**config.mk**
```make
export PLATFORM = sky130hd
export DESIGN_NAME = ysyx_23060184_ifu
export DESIGN_NICKNAME = d
export VERILOG_FILES = /design/src/rtl/ysyx_23060184_ifu_pkg.sv /design/src/rtl/ysyx_23060184_pc_gen.sv /design/src/rtl/ysyx_23060184_ifu.sv
export SDC_FILE = /design/constraint.sdc
export NUM_CORES = 1
export LEC_CHECK = 0
export CORE_UTILIZATION = 50
export DETAILED_ROUTE_END_ITERATION = 8
export GPL_TIMING_DRIVEN = 0
export HOLD_SLACK_MARGIN = 0.03
export PLACE_DENSITY = 0.82
export SLEW_MARGIN = 10
export SYNTH_ARGS = -nofsm -noshare
export SYNTH_HDL_FRONTEND = slang
export SYNTH_SLANG_ARGS = --single-unit
```
**constraint.sdc**
```tcl
create_clock -name clk -period 2.9 [get_ports clk]
set_clock_uncertainty 0.05 [all_clocks]
set_input_delay 0.58 -clock clk [delete_from_list [all_inputs] [get_ports clk]]
set_output_delay 0.58 -clock clk [all_outputs]
set_load 0.01 [all_outputs]
```
**src/rtl/ysyx_23060184_ifu_pkg.sv**
```systemverilog
// Shared definitions for the ysyx_23060184 instruction fetch unit:
// FSM encoding, reset PC, NOP encoding and AXI read-response codes.
package ysyx_23060184_ifu_pkg;

    typedef enum logic [1:0] {
        S_REQ   = 2'd0,
        S_RESP  = 2'd1,
        S_HOLD  = 2'd2,
        S_FAULT = 2'd3
    } ifu_state_e;

    localparam logic [31:0] RESET_PC_DEFAULT = 32'h8000_0000;
    localparam logic [31:0] INST_NOP         = 32'h0000_0013;
    localparam logic [1:0]  RRESP_OKAY       = 2'b00;

endpackage

```
**src/rtl/ysyx_23060184_pc_gen.sv**
```systemverilog
// Fetch PC register with a pending-redirect slot; on advance the PC moves to
// the newest redirect target if one exists, otherwise to PC+4.
module ysyx_23060184_pc_gen
    import ysyx_23060184_ifu_pkg::*;
#(
    parameter int unsigned           DATA_WIDTH = 32,
    parameter logic [DATA_WIDTH-1:0] RESET_PC   = DATA_WIDTH'(RESET_PC_DEFAULT)
) (
    input  logic                  clk,
    input  logic                  rstn,
    input  logic                  redirect,
    input  logic [DATA_WIDTH-1:0] redirect_pc,
    input  logic                  advance,
    output logic [DATA_WIDTH-1:0] pc,
    output logic [DATA_WIDTH-1:0] pc_plus4,
    output logic                  pend_v
);

    logic [DATA_WIDTH-1:0] pend_pc;

    assign pc_plus4 = pc + DATA_WIDTH'(4);

    // A redirect arriving in the same cycle as advance is newer than pend_pc.
    always_ff @(posedge clk or negedge rstn) begin
        if (!rstn) begin
            pc      <= RESET_PC;
            pend_v  <= 1'b0;
            pend_pc <= RESET_PC;
        end else if (advance) begin
            pc     <= redirect ? redirect_pc : (pend_v ? pend_pc : pc_plus4);
            pend_v <= 1'b0;
        end else if (redirect) begin
            pend_v  <= 1'b1;
            pend_pc <= redirect_pc;
        end
    end

endmodule

```
**src/rtl/ysyx_23060184_ifu.sv**
```systemverilog
// Instruction fetch unit: one outstanding AXI4-Lite read, IF/ID handshake.
// Optional access-fault handling is enabled by YSYX_23060184_IFU_FAULT_EN.
module ysyx_23060184_ifu
    import ysyx_23060184_ifu_pkg::*;
#(
    parameter int unsigned           DATA_WIDTH = 32,
    parameter logic [DATA_WIDTH-1:0] RESET_PC   = DATA_WIDTH'(RESET_PC_DEFAULT)
) (
    input  logic                  clk,
    input  logic                  rstn,
    input  logic                  Redirect,
    input  logic [DATA_WIDTH-1:0] RedirectPC,
    output logic                  Ivalid,
    input  logic                  Dready,
    output logic [DATA_WIDTH-1:0] InstF,
    output logic [DATA_WIDTH-1:0] PCF,
    output logic [DATA_WIDTH-1:0] PCPlus4F,
    output logic [DATA_WIDTH-1:0] araddr,
    output logic                  arvalid,
    input  logic                  arready,
    input  logic [DATA_WIDTH-1:0] rdata,
    input  logic [1:0]            rresp,
    input  logic                  rvalid,
    output logic                  rready,
    output logic                  InstFault
);

    ifu_state_e            state;
    logic [DATA_WIDTH-1:0] pc;
    logic [DATA_WIDTH-1:0] pc_plus4;
    logic                  pend_v;
    logic                  advance;
    logic                  redirect_ok;
    logic                  fault_hit;
    logic                  r_hs;
    logic                  fault_q;

`ifdef YSYX_23060184_IFU_FAULT_EN
    assign fault_hit = (rresp != RRESP_OKAY);
`else
    logic unused_rresp;
    assign unused_rresp = ^rresp;
    assign fault_hit    = 1'b0;
`endif

    assign redirect_ok = Redirect && (state != S_FAULT);
    assign r_hs        = rvalid && rready;
    assign araddr      = pc;
    assign InstFault   = fault_q;

    // The PC only moves when a fetch is retired: discarded in S_RESP or leaving S_HOLD.
    always_comb begin
        advance = 1'b0;
        case (state)
            S_RESP:  advance = r_hs && !fault_hit && (redirect_ok || pend_v);
            S_HOLD:  advance = redirect_ok || Dready;
            default: advance = 1'b0;
        endcase
    end

    ysyx_23060184_pc_gen #(
        .DATA_WIDTH (DATA_WIDTH),
        .RESET_PC   (RESET_PC)
    ) u_pc_gen (
        .clk         (clk),
        .rstn        (rstn),
        .redirect    (redirect_ok),
        .redirect_pc (RedirectPC),
        .advance     (advance),
        .pc          (pc),
        .pc_plus4    (pc_plus4),
        .pend_v      (pend_v)
    );

    always_ff @(posedge clk or negedge rstn) begin
        if (!rstn) begin
            state    <= S_REQ;
            arvalid  <= 1'b0;
            rready   <= 1'b0;
            Ivalid   <= 1'b0;
            fault_q  <= 1'b0;
            InstF    <= DATA_WIDTH'(INST_NOP);
            PCF      <= RESET_PC;
            PCPlus4F <= RESET_PC + DATA_WIDTH'(4);
        end else begin
            case (state)
                S_REQ: begin
                    if (arvalid && arready) begin
                        state   <= S_RESP;
                        arvalid <= 1'b0;
                        rready  <= 1'b1;
                    end else begin
                        arvalid <= 1'b1;
                    end
                end
                S_RESP: begin
                    if (r_hs) begin
                        rready <= 1'b0;
                        if (fault_hit) begin
                            state   <= S_FAULT;
                            fault_q <= 1'b1;
                        end else if (redirect_ok || pend_v) begin
                            state   <= S_REQ;
                            arvalid <= 1'b1;
                        end else begin
                            state    <= S_HOLD;
                            Ivalid   <= 1'b1;
                            InstF    <= rdata;
                            PCF      <= pc;
                            PCPlus4F <= pc_plus4;
                        end
                    end
                end
                S_HOLD: begin
                    if (redirect_ok || Dready) begin
                        state   <= S_REQ;
                        Ivalid  <= 1'b0;
                        arvalid <= 1'b1;
                    end
                end
                S_FAULT: begin
                    state <= S_FAULT;
                end
                default: begin
                    state <= S_REQ;
                end
            endcase
        end
    end

endmodule
```
=== Word level (Yosys, flattened, before mapping) ===
Index checks and enable logic that the tools add are counted.

* Word-level logic and storage cells: 61
* Output and inout bits: 132
* Bits of input ports: 72
* Flip-flop bits (word level): 166

* Add/subtract/negate cells: 1
* Bitwise logic cells: 2
* Reductions and logical operators: 17
* Multiplexer cells: 22
* Eq/ne operators: 9

{| class="wikitable"
|+ Operator list
! kind !! count
|-
| 32-bit two-way mux || 2
|-
| 32-bit by 3-bit adder with 32-bit output (second input constant) || 1
|-
| 2-bit != test (second input constant) || 6
|-
| 1-bit two-way mux || 11
|-
| 3-bit AND reduction || 3
|-
| 2-bit two-way mux || 4
|-
| 2-bit case mux with 4 select lines || 1
|-
| 4-bit AND reduction || 2
|-
| 1-bit case mux with 2 select lines || 3
|-
| 2-bit nonzero test || 3
|-
| 2-bit == test (second input constant) || 2
|-
| 1-bit logical AND || 4
|-
| 1-bit case mux with 3 select lines || 1
|-
| 3-bit nonzero test || 1
|-
| 2-bit by 1-bit == test with 1-bit output (second input constant) || 1
|-
| 2-bit logical NOT || 1
|-
| 1-bit logical OR || 2
|-
| 1-bit NOT || 2
|-
| 2-bit AND reduction || 1
|}

=== Longest topological paths before layout ===
* Word-level depth: 7
* Depth in mapped cells: 9

=== Modules after synthesis ===
A second synthesis with hierarchy kept.

* Cells, all modules: 652
* Area, all modules: 8044.0 µm²

{| class="wikitable"
|+ Modules (own cells, without submodules)
! module !! cells an instance !! area an instance (µm²) !! seq. area each (µm²) !! times used
|-
| ysyx_23060184_pc_gen || 409 || 4077.7 || 1629.1 || 1
|-
| ysyx_23060184_ifu || 243 || 3966.3 || 2534.9 || 1
|}

=== Worst setup path before layout ===
No wires, ideal clock.

* Path type: register to register
* Start point: reg u_pc_gen.pc[3]
* End point: reg u_pc_gen.pc[24]
* Cell stages (with the launch flop): 8
* Data required time: 2723 ps
* Path buffers: 1
* Arrival time: 1818 ps
* Path slack: 905 ps
* Cells stage by stage: dfrtp_1 ha_1 nand4_4 nor4_4 buf_6 nand2_2 o221ai_1 o2bb2a_1

* Longest elaborated chain between the ends: 3

{| class="wikitable"
|+ RTL lines
! what !! RTL line !! RTL
|-
| from (decl) || ysyx_23060184_pc_gen.sv:14 || <nowiki>output logic [DATA_WIDTH-1:0] pc,</nowiki>
|-
| from (signal assigned) || ysyx_23060184_pc_gen.sv:30 || <nowiki>pc <= redirect ? redirect_pc : (pend_v ? pend_pc : pc_plus4);</nowiki>
|-
| 32-bit by 3-bit adder with 32-bit output || ysyx_23060184_pc_gen.sv:21 || <nowiki>assign pc_plus4 = pc + DATA_WIDTH'(4);</nowiki>
|-
| 32-bit two-way mux (2 in series) || ysyx_23060184_pc_gen.sv:30 ||
|}

Every way passes these cells.
A chain may end at the register's enable or synchronous reset.

=== Worst setup path in the final report ===
* Start point: in Redirect
* End point: reg u_pc_gen.pc[9]

* Longest elaborated chain between the ends: 4
* Elaborated cells between the ends (all ways): 6

{| class="wikitable"
|+ RTL lines
! what !! RTL line !! RTL
|-
| from (decl) || ysyx_23060184_ifu.sv:11 || <nowiki>input logic Redirect,</nowiki>
|-
| 1-bit logical AND (*) || ysyx_23060184_ifu.sv:46 || <nowiki>assign redirect_ok = Redirect && (state != S_FAULT);</nowiki>
|-
| 1-bit logical OR || ysyx_23060184_ifu.sv:55 || <nowiki>S_RESP: advance = r_hs && !fault_hit && (redirect_ok || pend_v);</nowiki>
|-
| 1-bit logical AND || ysyx_23060184_ifu.sv:55 ||
|-
| 1-bit case mux with 2 select lines || ysyx_23060184_ifu.sv:54 || <nowiki>case (state)</nowiki>
|}

Every way passes the cells marked *; elsewhere a longest branch is shown, timed or not.

==> impl_metrics.json <==
{
  "grt_usage_pct": 29.05,
  "post_cts_buffers": 0,
  "syn_inst": 794,
  "initial_core_util_pct": 51.51,
  "cts_root_buffer": "clkbuf_16",
  "cp_top_family": "buffers and inverters",
  "yosysSeqAreaShare_pct": 54.54,
  "clockPowerShare_pct": 41.1,
  "grt_max_degree": 105,
  "ctsHtreeMaxLevel": 4,
  "ys_types": 56,
  "finalWorstPathRequiredPeriod_ps": 2517,
  "slowest_stage": "clkdlybuf4s50_1",
  "cp-start-kind": "primary input",
  "num_rows": 44,
  "clock.fmax_mhz": 397.4,
  "avgViaCountPerCell": 5.534,
  "synth_nets": 871,
  "path_cells": "clkdlybuf4s50_1, nor2b_1, clkbuf_1, nor2_1, o21ai_1, buf_2, mux2i_1, o21ai_0",
  "hold_viol": 0,
  "path_class": "primary input to register",
  "holdCritPathClass": "primary input to async pin",
  "power_switching_mw": 1.201,
  "gp_congestion": 0.8435,
  "yosys.area.top_type_share_pct": 51.75,
  "synth_seq_cells": 164,
  "postSynth.asyncResetShare_pct": 100.0,
  "cts-resized-gates": 0,
  "detail_route.first_pass.iterations": 7,
  "status": "complete, but fails checks",
  "core_sq_um": 14640,
  "cellPowerDensity_nw_per_um2": 485.2,
  "synth_top_area_cell": "dfrtp_1",
  "p_leak_nw": 4.675,
  "min_period_over_period_pct": 86.78,
  "fp.dieH_um": 124.8,
  "grt_pass1_wl_um": 35080,
  "placed_area_sq_um": 9808,
  "synth.area.top_cells": "dfrtp_1 (52%), nand2_1 (13%), mux2_2 (4.8%)",
  "wl_per_cell_um": 17.93,
  "area_growth_pct": 37.00,
  "drt_iter0_markers": 501,
  "grt_pass1_vias": 6627,
  "maxSlewViolCount": 0,
  "gr-total-overflow": 0,
  "clockBufferDepth": 2,
  "top_level_ports": 204,
  "tightest_slew_ps": 1022,
  "worstSkewPairLatency_ps": 430,
  "detail-route-antenna-nets": 0,
  "dp_hpwl_um": 15180,
  "die_area_sq_um": 15580,
  "postRouteWirelength_um": 21710,
  "die_w_um": 124.8,
  "drv_cap": 0,
  "hold_buffers": 0,
  "sw_frac_of_total_pct": 23.94,
  "clock-sinks": 164,
  "cts_tree": "done",
  "p_int_mw": 3.814,
  "setup_viol": 0,
  "synth_edf_count": 0,
  "io_buffers": 200,
  "synth_flop_cell": "dfrtp_1",
  "yosysWarnings": 0,
  "slowest_delay_ps": 480,
  "required_ps": 3140,
  "fillers": 1172,
  "vias": 6702,
  "clk_pin_slew_ps": 60,
  "setup_tns_ps": 0,
  "rsz0062_at_grt": "no",
  "crit_path_end_kind": "register",
  "crit_fanout": 10,
  "syn-mean-instance-area_sq_um": 9.501,
  "power_frac_seq_pct": 49.1,
  "path_buf_inv": 3,
  "slew_headroom_pct": 31.60,
  "post-synth-top-count-cell": "nand2_1",
  "worstPathArrival_ps": 2760,
  "violations": "DRC",
  "p_comb_share_pct": 9.8,
  "nets": 1091,
  "drc_errors": 24,
  "fin_area_sq_um": 10330,
  "synthTopCellsByCount": "nand2_1 (259), dfrtp_1 (156), o21ai_0 (51), a21oi_1 (33), mux2_2 (32)",
  "antenna_found_initial": 1,
  "cts_buffers": 17,
  "drive_gt1_share_pct": 10.04,
  "ir_worst_vdd_v": 0.0004614,
  "synth_area_sq_um": 7543
}
[flip-flops by register name (all words and copies together), names as in the netlist]
register and count:
InstF 32, PCF 32, u_pc_gen.pc 32, u_pc_gen.pend_pc 32, PCPlus4F 30, state 2, Ivalid 1, arvalid 1
rready 1, u_pc_gen.pend_v 1
[layout by cell type (no fill, tap or decap), types with 6 or more instances in the layout]
master           instances
nand2_1                259
clkdlybuf4s50_1        199
dfrtp_1                156
o21ai_0                 51
clkbuf_1                33
a21oi_1                 33
mux2_2                  32
nor2_1                  24
buf_2                   18
clkbuf_16               17
nand3_1                 16
xor2_1                  14
xnor2_1                 14
nand4_1                 13
o221ai_1                 9
dfstp_2                  8
or3_1                    8
a22oi_1                  8
inv_1                    7
nor3_1                   7
and3_1                   7
o2bb2a_1                 7
a21o_1                   6
[layer usage]
| metal | global-route usage (%) | share of wire (%) | up-vias |
|---|---|---|---|
| met5 | 0 | 0 | - |
| met4 | 10.69 | 2.1 | 0 |
| met3 | 8.634 | 7.8 | 36 |
| met2 | 46.96 | 48 | 274 |
| met1 | 37.03 | 42 | 3274 |
| li1 | - | - | 3118 |
[power groups by stage]
stage,Sequential [mW],Combinational (mW),Clock (mW)
after CTS,2.46,0.490,2.05
after global placement,2.49,0.471,0
final,2.46,0.489,2.06
after floorplan,2.49,0.200,0
after global routing,2.47,0.527,2.16
after detailed placement,2.50,0.486,0
[path summary, 6_finish.rpt]
| path | startpoint | slack (ps) | endpoint | cells after the start |
|---|---|---|---|---|
| max in group asynchronous | rstn | 1840 | u_pc_gen.pend_pc[31] | 2 |
| worst min-delay path | rstn | 140 | PCPlus4F[5] | 1 |
| min in group clk | InstF[0] | 410 | InstF[0] | 2 |
| worst max-delay path | Redirect | 380 | u_pc_gen.pc[9] | 8 |
| worst min register to register | InstF[0] | 410 | InstF[0] | 2 |
| worst max register to register | state[0] | 390 | u_pc_gen.pc[9] | 8 |
[worst register-to-register path, stage by stage, from the launching register on]
cell and delay [ps]:
dfrtp_1 410, ha_1 230, nor2b_1 150, clkbuf_1 380, nor2_1 120, o21ai_1 360, buf_2 360, mux2i_1 220
o21ai_0 90
[per-stage QoR]
step                      utilization (%)  total power [mW]  setup WS (ps)  std cells  hold WS [ps]
final                               70.57             5.014          383.4       1211         143.1
after global routing                70.57             5.158          162.3       1211         211.6
after CTS                           70.56             5.002          405.7       1210         192.3
after detailed placement            66.98             2.985         -36.97       1179         399.2
after global placement              66.76             2.965          -5547       1178         393.9
after floorplan                         -             2.687          905.3        794         234.4
[kinds of logic (layout without fill, tap and decap cells)]
family,after synthesis,in the layout,share of synthesized area (%)
simple gates,353,353,20.17
buf+inv,62,294,3.749
flops,164,164,54.54
compound gates,145,145,12.11
other cells,1,2,0.04971
xor+xnor,28,28,3.251
fa+ha+maj,5,5,0.8293
mux,36,36,5.308
[layout make-up]
| cell class | instances | area, sq um | area share, % |
|---|---|---|---|
| flip-flops and latches | 164 | 4114 | 39.81 |
| inverters | 7 | 26.28 | 0.2542 |
| plain buffers | 55 | 256.5 | 2.482 |
| repair buffers | 201 | 2034 | 19.69 |
| well taps | 184 | 230.2 | 2.228 |
| clock buffers | 26 | 499.2 | 4.831 |
| multi-input cells | 568 | 3147 | 30.45 |
| clock inverters | 5 | 25.02 | 0.2421 |
| diodes | 1 | 2.502 | 0.02421 |
Power figures use the tool's default switching activity.
